--- src/rtl/sd_seq_ctrl_if.sv ---
// -----------------------------------------------------------------------------
// sd_seq_ctrl_if
// Bundle of handshake and detector signals between the sequence controller
// and its environment.
//
//   in_valid/in_data/in_ready : parallel word input handshake
//   abort                     : cancel of the word currently being shifted
//   det_bit/det_en/det_hit    : serial stream into, and Mealy hit back from,
//                               the pattern detector
//   hit_cnt/res_valid/res_ready: per-word result handshake
//   hit_pos                   : hit position map (only with SD_SEQ_CTRL_HITPOS_EN)
//
// Modports: slave = controller side, master = environment side.
// -----------------------------------------------------------------------------
interface sd_seq_ctrl_if #(
    parameter int DW = 8
);
    logic                      in_valid;
    logic [DW-1:0]             in_data;
    logic                      in_ready;
    logic                      abort;
    logic                      det_bit;
    logic                      det_en;
    logic                      det_hit;
    logic [$clog2(DW+1)-1:0]   hit_cnt;
    logic                      res_valid;
    logic                      res_ready;
`ifdef SD_SEQ_CTRL_HITPOS_EN
    logic [DW-1:0]             hit_pos;
`endif

    modport slave (
        input  in_valid, in_data, abort, det_hit, res_ready,
`ifdef SD_SEQ_CTRL_HITPOS_EN
        output hit_pos,
`endif
        output in_ready, det_bit, det_en, hit_cnt, res_valid
    );

    modport master (
        output in_valid, in_data, abort, det_hit, res_ready,
`ifdef SD_SEQ_CTRL_HITPOS_EN
        input  hit_pos,
`endif
        input  in_ready, det_bit, det_en, hit_cnt, res_valid
    );
endinterface

--- src/rtl/sd_seq_ctrl.sv ---
// -----------------------------------------------------------------------------
// sd_seq_ctrl
// Accepts a DW-bit word, serializes it MSB first into an external sequence
// detector (one bit per cycle for DW cycles), counts the detector's hits and
// presents the count as a result that is held until consumed.
//
// Ports:
//   clk   : clock, all state changes on its rising edge
//   rst_n : asynchronous active-low reset
//   bus   : sd_seq_ctrl_if.slave (word input, detector stream, result output)
//
// Optional feature: define SD_SEQ_CTRL_HITPOS_EN to add bus.hit_pos, a map of
// which in_data bit positions triggered a detector hit.
//
// The detector itself is never reset or re-initialized from here; stream
// continuity across words is left to the detector.
// -----------------------------------------------------------------------------
module sd_seq_ctrl #(
    parameter int DW = 8
) (
    input logic          clk,
    input logic          rst_n,
    sd_seq_ctrl_if.slave bus
);
    localparam int CW = $clog2(DW + 1);
    localparam int BW = $clog2(DW);

    typedef enum logic [1:0] {
        IDLE   = 2'b00,
        SHIFT  = 2'b01,
        REPORT = 2'b10
    } state_t;

    state_t        state_q, state_d;
    logic [DW-1:0] shreg_q;
    logic [CW-1:0] cnt_q;
    logic [BW-1:0] bit_q;
    logic          accept;
    logic          shifting;
    logic          last_bit;

    assign accept   = bus.in_valid && (state_q == IDLE);
    // abort removes the current bit from the stream in the same cycle
    assign shifting = (state_q == SHIFT) && !bus.abort;
    assign last_bit = (bit_q == BW'(DW - 1));

    // NOTE: sequential state uses non-blocking assignments so every register
    // samples pre-edge values regardless of statement order.
    always_ff @(posedge clk or negedge rst_n) begin
        if (!rst_n) begin
            state_q <= IDLE;
        end else begin
            state_q <= state_d;
        end
    end

    // NOTE: state_d gets its default before the case so no path leaves it
    // unassigned, which would infer a latch.
    always_comb begin
        state_d = state_q;
        case (state_q)
            IDLE:    if (bus.in_valid)  state_d = SHIFT;
            SHIFT:   if (bus.abort)     state_d = IDLE;   // abort beats the last bit
                     else if (last_bit) state_d = REPORT;
            REPORT:  if (bus.res_ready) state_d = IDLE;
            default:                    state_d = IDLE;
        endcase
    end

    always_ff @(posedge clk or negedge rst_n) begin
        if (!rst_n) begin
            shreg_q <= '0;
            cnt_q   <= '0;
            bit_q   <= '0;
        end else if (accept) begin
            shreg_q <= bus.in_data;
            cnt_q   <= '0;
            bit_q   <= '0;
        end else if (state_q == SHIFT) begin
            if (bus.abort) begin
                shreg_q <= '0;
                cnt_q   <= '0;
                bit_q   <= '0;
            end else begin
                shreg_q <= {shreg_q[DW-2:0], 1'b0};
                bit_q   <= last_bit ? '0 : bit_q + BW'(1);
                if (bus.det_hit && (cnt_q != CW'(DW))) begin
                    cnt_q <= cnt_q + CW'(1);
                end
            end
        end
    end

`ifdef SD_SEQ_CTRL_HITPOS_EN
    // Hits are shifted in from the LSB; after exactly DW shifts the hit on
    // shift cycle k lands on bit DW-1-k, i.e. the in_data position it came from.
    logic [DW-1:0] pos_q;

    always_ff @(posedge clk or negedge rst_n) begin
        if (!rst_n) begin
            pos_q <= '0;
        end else if (accept) begin
            pos_q <= '0;
        end else if (state_q == SHIFT) begin
            if (bus.abort) begin
                pos_q <= '0;
            end else begin
                pos_q <= {pos_q[DW-2:0], bus.det_hit};
            end
        end
    end

    assign bus.hit_pos = pos_q;
`else
    // Hit position tracking not built.
`endif

    assign bus.in_ready  = (state_q == IDLE);
    assign bus.det_en    = shifting;
    assign bus.det_bit   = shifting && shreg_q[DW-1];
    assign bus.res_valid = (state_q == REPORT);
    assign bus.hit_cnt   = cnt_q;

endmodule

--- src/flat_wrapper.sv ---
// flat-port wrapper written by rule: the top's interface ports become plain ports
module sd_seq_ctrl_flat 
#(
    parameter int DW = 8
)
  (clk, rst_n, bus_in_valid, bus_in_data, bus_abort, bus_det_hit, bus_res_ready, bus_in_ready, bus_det_bit, bus_det_en, bus_hit_cnt, bus_res_valid);
  sd_seq_ctrl_if #(.DW(DW)) bus_i ();
  input logic clk;
  input logic rst_n;
  input wire logic [$bits(bus_i.in_valid)-1:0] bus_in_valid;
  input wire logic [$bits(bus_i.in_data)-1:0] bus_in_data;
  input wire logic [$bits(bus_i.abort)-1:0] bus_abort;
  input wire logic [$bits(bus_i.det_hit)-1:0] bus_det_hit;
  input wire logic [$bits(bus_i.res_ready)-1:0] bus_res_ready;
  output wire logic [$bits(bus_i.in_ready)-1:0] bus_in_ready;
  output wire logic [$bits(bus_i.det_bit)-1:0] bus_det_bit;
  output wire logic [$bits(bus_i.det_en)-1:0] bus_det_en;
  output wire logic [$bits(bus_i.hit_cnt)-1:0] bus_hit_cnt;
  output wire logic [$bits(bus_i.res_valid)-1:0] bus_res_valid;
  assign bus_i.in_valid = bus_in_valid;
  assign bus_i.in_data = bus_in_data;
  assign bus_i.abort = bus_abort;
  assign bus_i.det_hit = bus_det_hit;
  assign bus_i.res_ready = bus_res_ready;
  assign bus_in_ready = bus_i.in_ready;
  assign bus_det_bit = bus_i.det_bit;
  assign bus_det_en = bus_i.det_en;
  assign bus_hit_cnt = bus_i.hit_cnt;
  assign bus_res_valid = bus_i.res_valid;
  sd_seq_ctrl #(.DW(DW)) u_core (.clk(clk), .rst_n(rst_n), .bus(bus_i));
endmodule
--- config.mk ---
export PLATFORM = sky130hd
export DESIGN_NAME = sd_seq_ctrl_flat
export DESIGN_NICKNAME = d
export VERILOG_FILES = /design/src/rtl/sd_seq_ctrl_if.sv /design/src/rtl/sd_seq_ctrl.sv /design/src/flat_wrapper.sv
export SDC_FILE = /design/constraint.sdc
export NUM_CORES = 1
export LEC_CHECK = 0
export BUFFER_PORTS_ARGS = -buffer_cell sky130_fd_sc_hd__clkbuf_2
export CAP_MARGIN = 0
export CORE_UTILIZATION = 49
export DETAILED_ROUTE_END_ITERATION = 8
export PLACE_DENSITY = 0.75
export SYNTH_ARGS = -nofsm -noshare
export SYNTH_HDL_FRONTEND = slang
export SYNTH_SLANG_ARGS = --single-unit
--- constraint.sdc ---
create_clock -name clk -period 1.9 [get_ports clk]
set_input_delay 0.19 -clock clk [delete_from_list [all_inputs] [get_ports clk]]
set_output_delay 0.19 -clock clk [all_outputs]
set_load 0.01 [all_outputs]
==> After elaboration in Yosys (flattened, before gate mapping) <==
Cells that the tools add are included.
{ "classes": {"addsub": 2, "n_mul": 0, "n_div": 0, "order_cmp": 0, "eq_ne": 7, "shifts": 0, "muxes": 16, "bitwise": 0, "reduce_logical": 10} }
{ "op_table": {"columns": ["operator", "n"], "rows": [
  ["$mux W8", 3],
  ["$mux W4", 4],
  ["$mux W3", 4],
  ["$mux W2", 4],
  ["$pmux W2 S3", 1],
  ["$add A4 B1 Y4 const B", 1],
  ["$logic_and A1 B1 Y1", 4],
  ["$ne A2 B2 Y1 const B", 2],
  ["$ne A4 B4 Y1 const B", 1],
  ["$add A3 B1 Y3 const B", 1],
  ["$eq A3 B3 Y1 const B", 1],
  ["$ne A3 B2 Y1 const B", 1],
  ["$reduce_and A3 Y1", 1],
  ["$reduce_bool A3 Y1", 1],
  ["$eq A2 B1 Y1 const B", 1],
  ["$eq A2 B2 Y1 const B", 1],
  ["$logic_not A2 Y1", 1],
  ["$reduce_and A2 Y1", 1],
  ["$reduce_bool A2 Y1", 1],
  ["$logic_not A1 Y1", 1]
]} }
{ "word_totals": {"regBits": 17, "latch_bits": 0, "ramBits": 0, "mem_bits_ro": 0, "inputBits": 14, "output_inout_bits": 8, "word_cells": 39, "n_memories": 0} }

==> Depth between registers and ports, before layout <==
{ "depth": {"ltp_word": 6, "mapped_depth": 5, "mapped_depth_nobuf": 5} }

==> Worst setup path after synthesis <==
Ideal clock, no wire load.
{ "synth_path": {"path_kind": "flip-flop to output port", "from": "register u_core.state_q[1]", "to": "output port bus_det_bit", "arrival_time_ps": 1292, "required_time_ps": 1710, "path_slack_ps": 418, "path_stages_with_launch": 5, "n_path_buf": 1, "cell_sequence": "dfrtp_1 -> or3b_4 -> inv_1 -> buf_2 -> and2_1"} }
{ "synth_via": {"elab_chain_len": 3} }
{ "synth_lines": {"columns": ["element", "line_no", "rtl"], "rows": [
  ["start, declared", "sd_seq_ctrl.sv:34", "state_t state_q, state_d;"],
  ["start signal, assigned", "sd_seq_ctrl.sv:53", "state_q <= state_d;"],
  ["$eq A2 B1 Y1", "sd_seq_ctrl.sv:44", "assign shifting = (state_q == SHIFT) && !bus.abort;"],
  ["$logic_and A1 B1 Y1", "sd_seq_ctrl.sv:44", null],
  ["via bus_det_en", "flat_wrapper.sv:17", "output wire logic [$bits(bus_i.det_en)-1:0] bus_det_en;"],
  ["$logic_and A1 B1 Y1", "sd_seq_ctrl.sv:120", "assign bus.det_bit = shifting && shreg_q[DW-1];"],
  ["end, declared", "flat_wrapper.sv:16", "output wire logic [$bits(bus_i.det_bit)-1:0] bus_det_bit;"]
]} }
The timed path passes the listed nets, and every way through them passes these cells.

==> Final worst setup path <==
{ "layout_path": {"from": "register u_core.state_q[0]", "to": "output port bus_det_bit"} }
{ "layout_via": {"elab_chain_len": 3} }
{ "layout_lines": {"columns": ["element", "line_no"], "rows": [
  ["$eq A2 B1 Y1", "sd_seq_ctrl.sv:44"],
  ["$logic_and A1 B1 Y1", "sd_seq_ctrl.sv:44"],
  ["$logic_and A1 B1 Y1", "sd_seq_ctrl.sv:120"]
]} }
Every way passes these cells.

==> flow_metrics.env <==
export IMPL_top_usage_layer="met2"
export IMPL_nets=123
export IMPL_slew_headroom_pct=61.9
export IMPL_slew_violations=0
export IMPL_ys_types=25
export IMPL_wl_mm=1.56
export IMPL_cap_violations=0
export IMPL_synth_warnings=0
export IMPL_hold_path_class="in2reg"
export IMPL_synth_area_leaders="dfrtp_1 (52%), nand2_1 (7.8%), a22oi_1 (6.5%)"
export IMPL_rsz0062_at_grt="no"
export IMPL_start_util_pct=53.4
export IMPL_clockBufferDepth=2
export IMPL_root_buffer="clkbuf_4"
export IMPL_grt_max_degree=18
export IMPL_grtUsageTotal_pct=20.9
export IMPL_port_buffers=21
export IMPL_worstSetupEndpointType="output pin"
export IMPL_cp_startpoint="u_core.state_q[0]"
export IMPL_areaGrowthSynthToFinish_pct=21.1
export IMPL_drt_pass1_iterations=4
export IMPL_drc=0
export IMPL_clk_pin_slew_ns=0.10
export IMPL_use_met3_pct=2.55
export IMPL_hold_path_depth=3
export IMPL_final_core_util_pct=64.6
export IMPL_via_count=658
export IMPL_crit_cells=4
export IMPL_grt_pass1_wl_mm=2.91
export IMPL_drtIter0Drc=9
export IMPL_worst_r2r_endpoint="u_core.bus.hit_cnt[1]"
export IMPL_fp_dieH_um=42.7
export IMPL_synth_top_cell_area_share_pct=52.3
export IMPL_grt_pass1_vias=668
export IMPL_antennaDiodeCount=0
export IMPL_overflow=0
export IMPL_core_mm2=0.00152
export IMPL_reg2reg_depth=5
export IMPL_htreeDepth=1
export IMPL_cpLargestDelayFamily="simple AND/OR/NAND/NOR gates"
export IMPL_wl_per_cell_um=13.0
export IMPL_hpwl_mm=1.17
export IMPL_critPathRequiredTime_ns=1.71
export IMPL_tightest_slew_ns=0.569
export IMPL_crit_end="bus_det_bit"
export IMPL_whs_ns=0.121
export IMPL_slowest_stage="dfrtp_1"
export IMPL_pin_count=22
export IMPL_yosysSeqAreaShare_pct=52.3
export IMPL_fin_crit_ns=1.79
export IMPL_tns_ns=0
export IMPL_leakagePower_nw=0.521
export IMPL_viasPerCell=5.48
export IMPL_ant_nets=0
export IMPL_critPathKind="reg2out"
export IMPL_reg2reg_slack_ns=0.31
export IMPL_crit_buf_inv=2
export IMPL_cp_data_arrival_time_ns=1.60
export IMPL_synth_largest_area_cell="dfrtp_1"
export IMPL_fin_crit_sh_pct=94.3
export IMPL_syn_avg_cell_area_um2=10.4
export IMPL_synthCells=78
export IMPL_core_rowCount=14
export IMPL_gp_congestion=0.737
export IMPL_die_area_mm2=0.00183
export IMPL_drive_above_1_share_pct=27.9
export IMPL_worst_ir_drop_vdd_uv=376
export IMPL_cp_start_kind="flop"
export IMPL_placed_cells=115
export IMPL_grt_use_met2_pct=32.1
export IMPL_syn_nets=96
export IMPL_powerDensity_mw_per_mm2=770
export IMPL_worstSkewPairLatency_ns=0.28
export IMPL_fmax_ghz=0.558
export IMPL_placed_area_um2=945
export IMPL_status="complete, no violations"
export IMPL_cts_made_buffers=3
export IMPL_worst_path_largest_cell_delay_ns=0.44
export IMPL_cp_cell_sequence="or3b_4 > clkinvlp_4 > and2_1 > clkbuf_2"
export IMPL_ys_ff_latch=17
export IMPL_die_width_um=42.7
export IMPL_met1_usage_pct=29.8
export IMPL_antenna_found_initial=0
export IMPL_setup_viol=0
export IMPL_final_hold_violation_count=0
export IMPL_worstReg2RegStart="u_core.bus.hit_cnt[0]"
export IMPL_design_area_um2=985
export IMPL_cts_sinks=17
export IMPL_clock_skew_ns=0.000660
export IMPL_cp_max_fo=10
export IMPL_postCtsSetupBuffers=0
export IMPL_synth_area_um2=813
export IMPL_fin_cells=120
export IMPL_cts_tree="yes"
==> final cells by class <==
cell class / instances / area [um^2]
Timing Repair Buffer: 24 / 130
Inverter: 6 / 26.3
Multi-Input combinational cell: 53 / 357
Tap cell: 16 / 20.0
Clock buffer: 4 / 26.3
Sequential cell: 17 / 425
Fill cell: 129 / 539
==> synthesized netlist by cell type <==
cell,instances
nor3b_1,1
nand2_1,17
and2_1,1
or3b_4,1
nand3_1,3
clkbuf_1,1
nand3b_1,1
o22ai_1,2
a22oi_1,7
ha_1,4
nor2_1,1
a22o_1,4
xnor2_1,1
o21bai_1,2
buf_2,1
nor2b_1,1
or4_1,1
dfrtp_1,17
and3b_1,1
a211oi_1,1
mux2i_1,1
and2b_1,1
inv_1,6
nor3b_2,1
o31ai_1,1
==> placed cells by master, fill, tap and decap left out, types with 2 or more instances in the layout <==
cell type / netlist / final
clkbuf_4: 0 / 3
o22ai_1: 2 / 2
a22oi_1: 7 / 7
ha_1: 4 / 4
dfrtp_1: 17 / 17
clkbuf_2: 0 / 21
nand3_1: 3 / 3
a22o_1: 4 / 4
inv_1: 6 / 5
o21bai_1: 2 / 2
buf_4: 0 / 2
nand2_1: 17 / 17
==> state kept, by name, summed over array words and instances, names as in the netlist <==
| register | flops |
|---|---|
| u_core.bit_q | 3 |
| u_core.state_q | 2 |
| u_core.bus.hit_cnt | 4 |
| u_core.shreg_q | 8 |
==> kinds of logic (layout without fill, tap and decap cells) <==
kind of cell             Yosys count  after routing  share of synthesized area, %
XOR/XNOR                           1              1                          1.08
buffers and inverters              8             34                          3.84
AO/OA/AOI/OAI                     17             17                          16.0
flip-flops                        17             17                          52.3
multiplexers                       1              1                          1.23
AND/OR/NAND/NOR                   30             30                          19.4
adder cells (fa/ha/maj)            4              4                          6.15
==> per-stage QoR <==
stage               total power [W]  setup slack, ns
finish                     0.000758            0.109
floorplan                  0.000513            0.418
global placement           0.000566            0.332
detailed placement         0.000573            0.279
CTS                        0.000767           0.0902
global route               0.000802           0.0155
==> worst min-delay path by stage <==
stage	endpoint	slack (ns)	startpoint
after global routing	u_core.shreg_q[2]	0.14	bus_in_data[2]
after global placement	u_core.bus.hit_cnt[2]	0.15	rst_n
after CTS	u_core.shreg_q[7]	0.12	bus_in_data[7]
after floorplan	u_core.bit_q[0]	-0.11	rst_n
final	u_core.shreg_q[7]	0.12	bus_in_data[7]
after detailed placement	u_core.bus.hit_cnt[2]	0.15	rst_n
==> layer usage <==
layer / vias to the layer above / part of all wire [%]
li1: 324 / -
met1: 318 / 50
met2: 14 / 47
met3: 2 / 3.0
met4: 0 / 0.51
met5: - / 0
==> power breakdown <==
part	total (W)	internal, W	switching [W]
Combinational	0.000139	0.0000643	0.0000746
Sequential	0.000428	0.000400	0.0000285
Clock	0.000191	0.0000814	0.000109
Total	0.000758	0.000546	0.000212
==> tightest hold or removal path, delay by kind of cell <==
| kind | cells | cell delay (ns) |
|---|---|---|
| AOI/OAI and AO/OA | 1 | 0.05 |
| buffers and inverters | 1 | 0.07 |
| and+or+nand+nor | 1 | 0.06 |
==> timing repair <==
item,CTS,global route
setup endpoints to repair,1,0
hold buffers,1,0
gates resized for setup,1,0
hold endpoints to repair,17,0
Note: power is estimated with default switching activity, not from simulation.
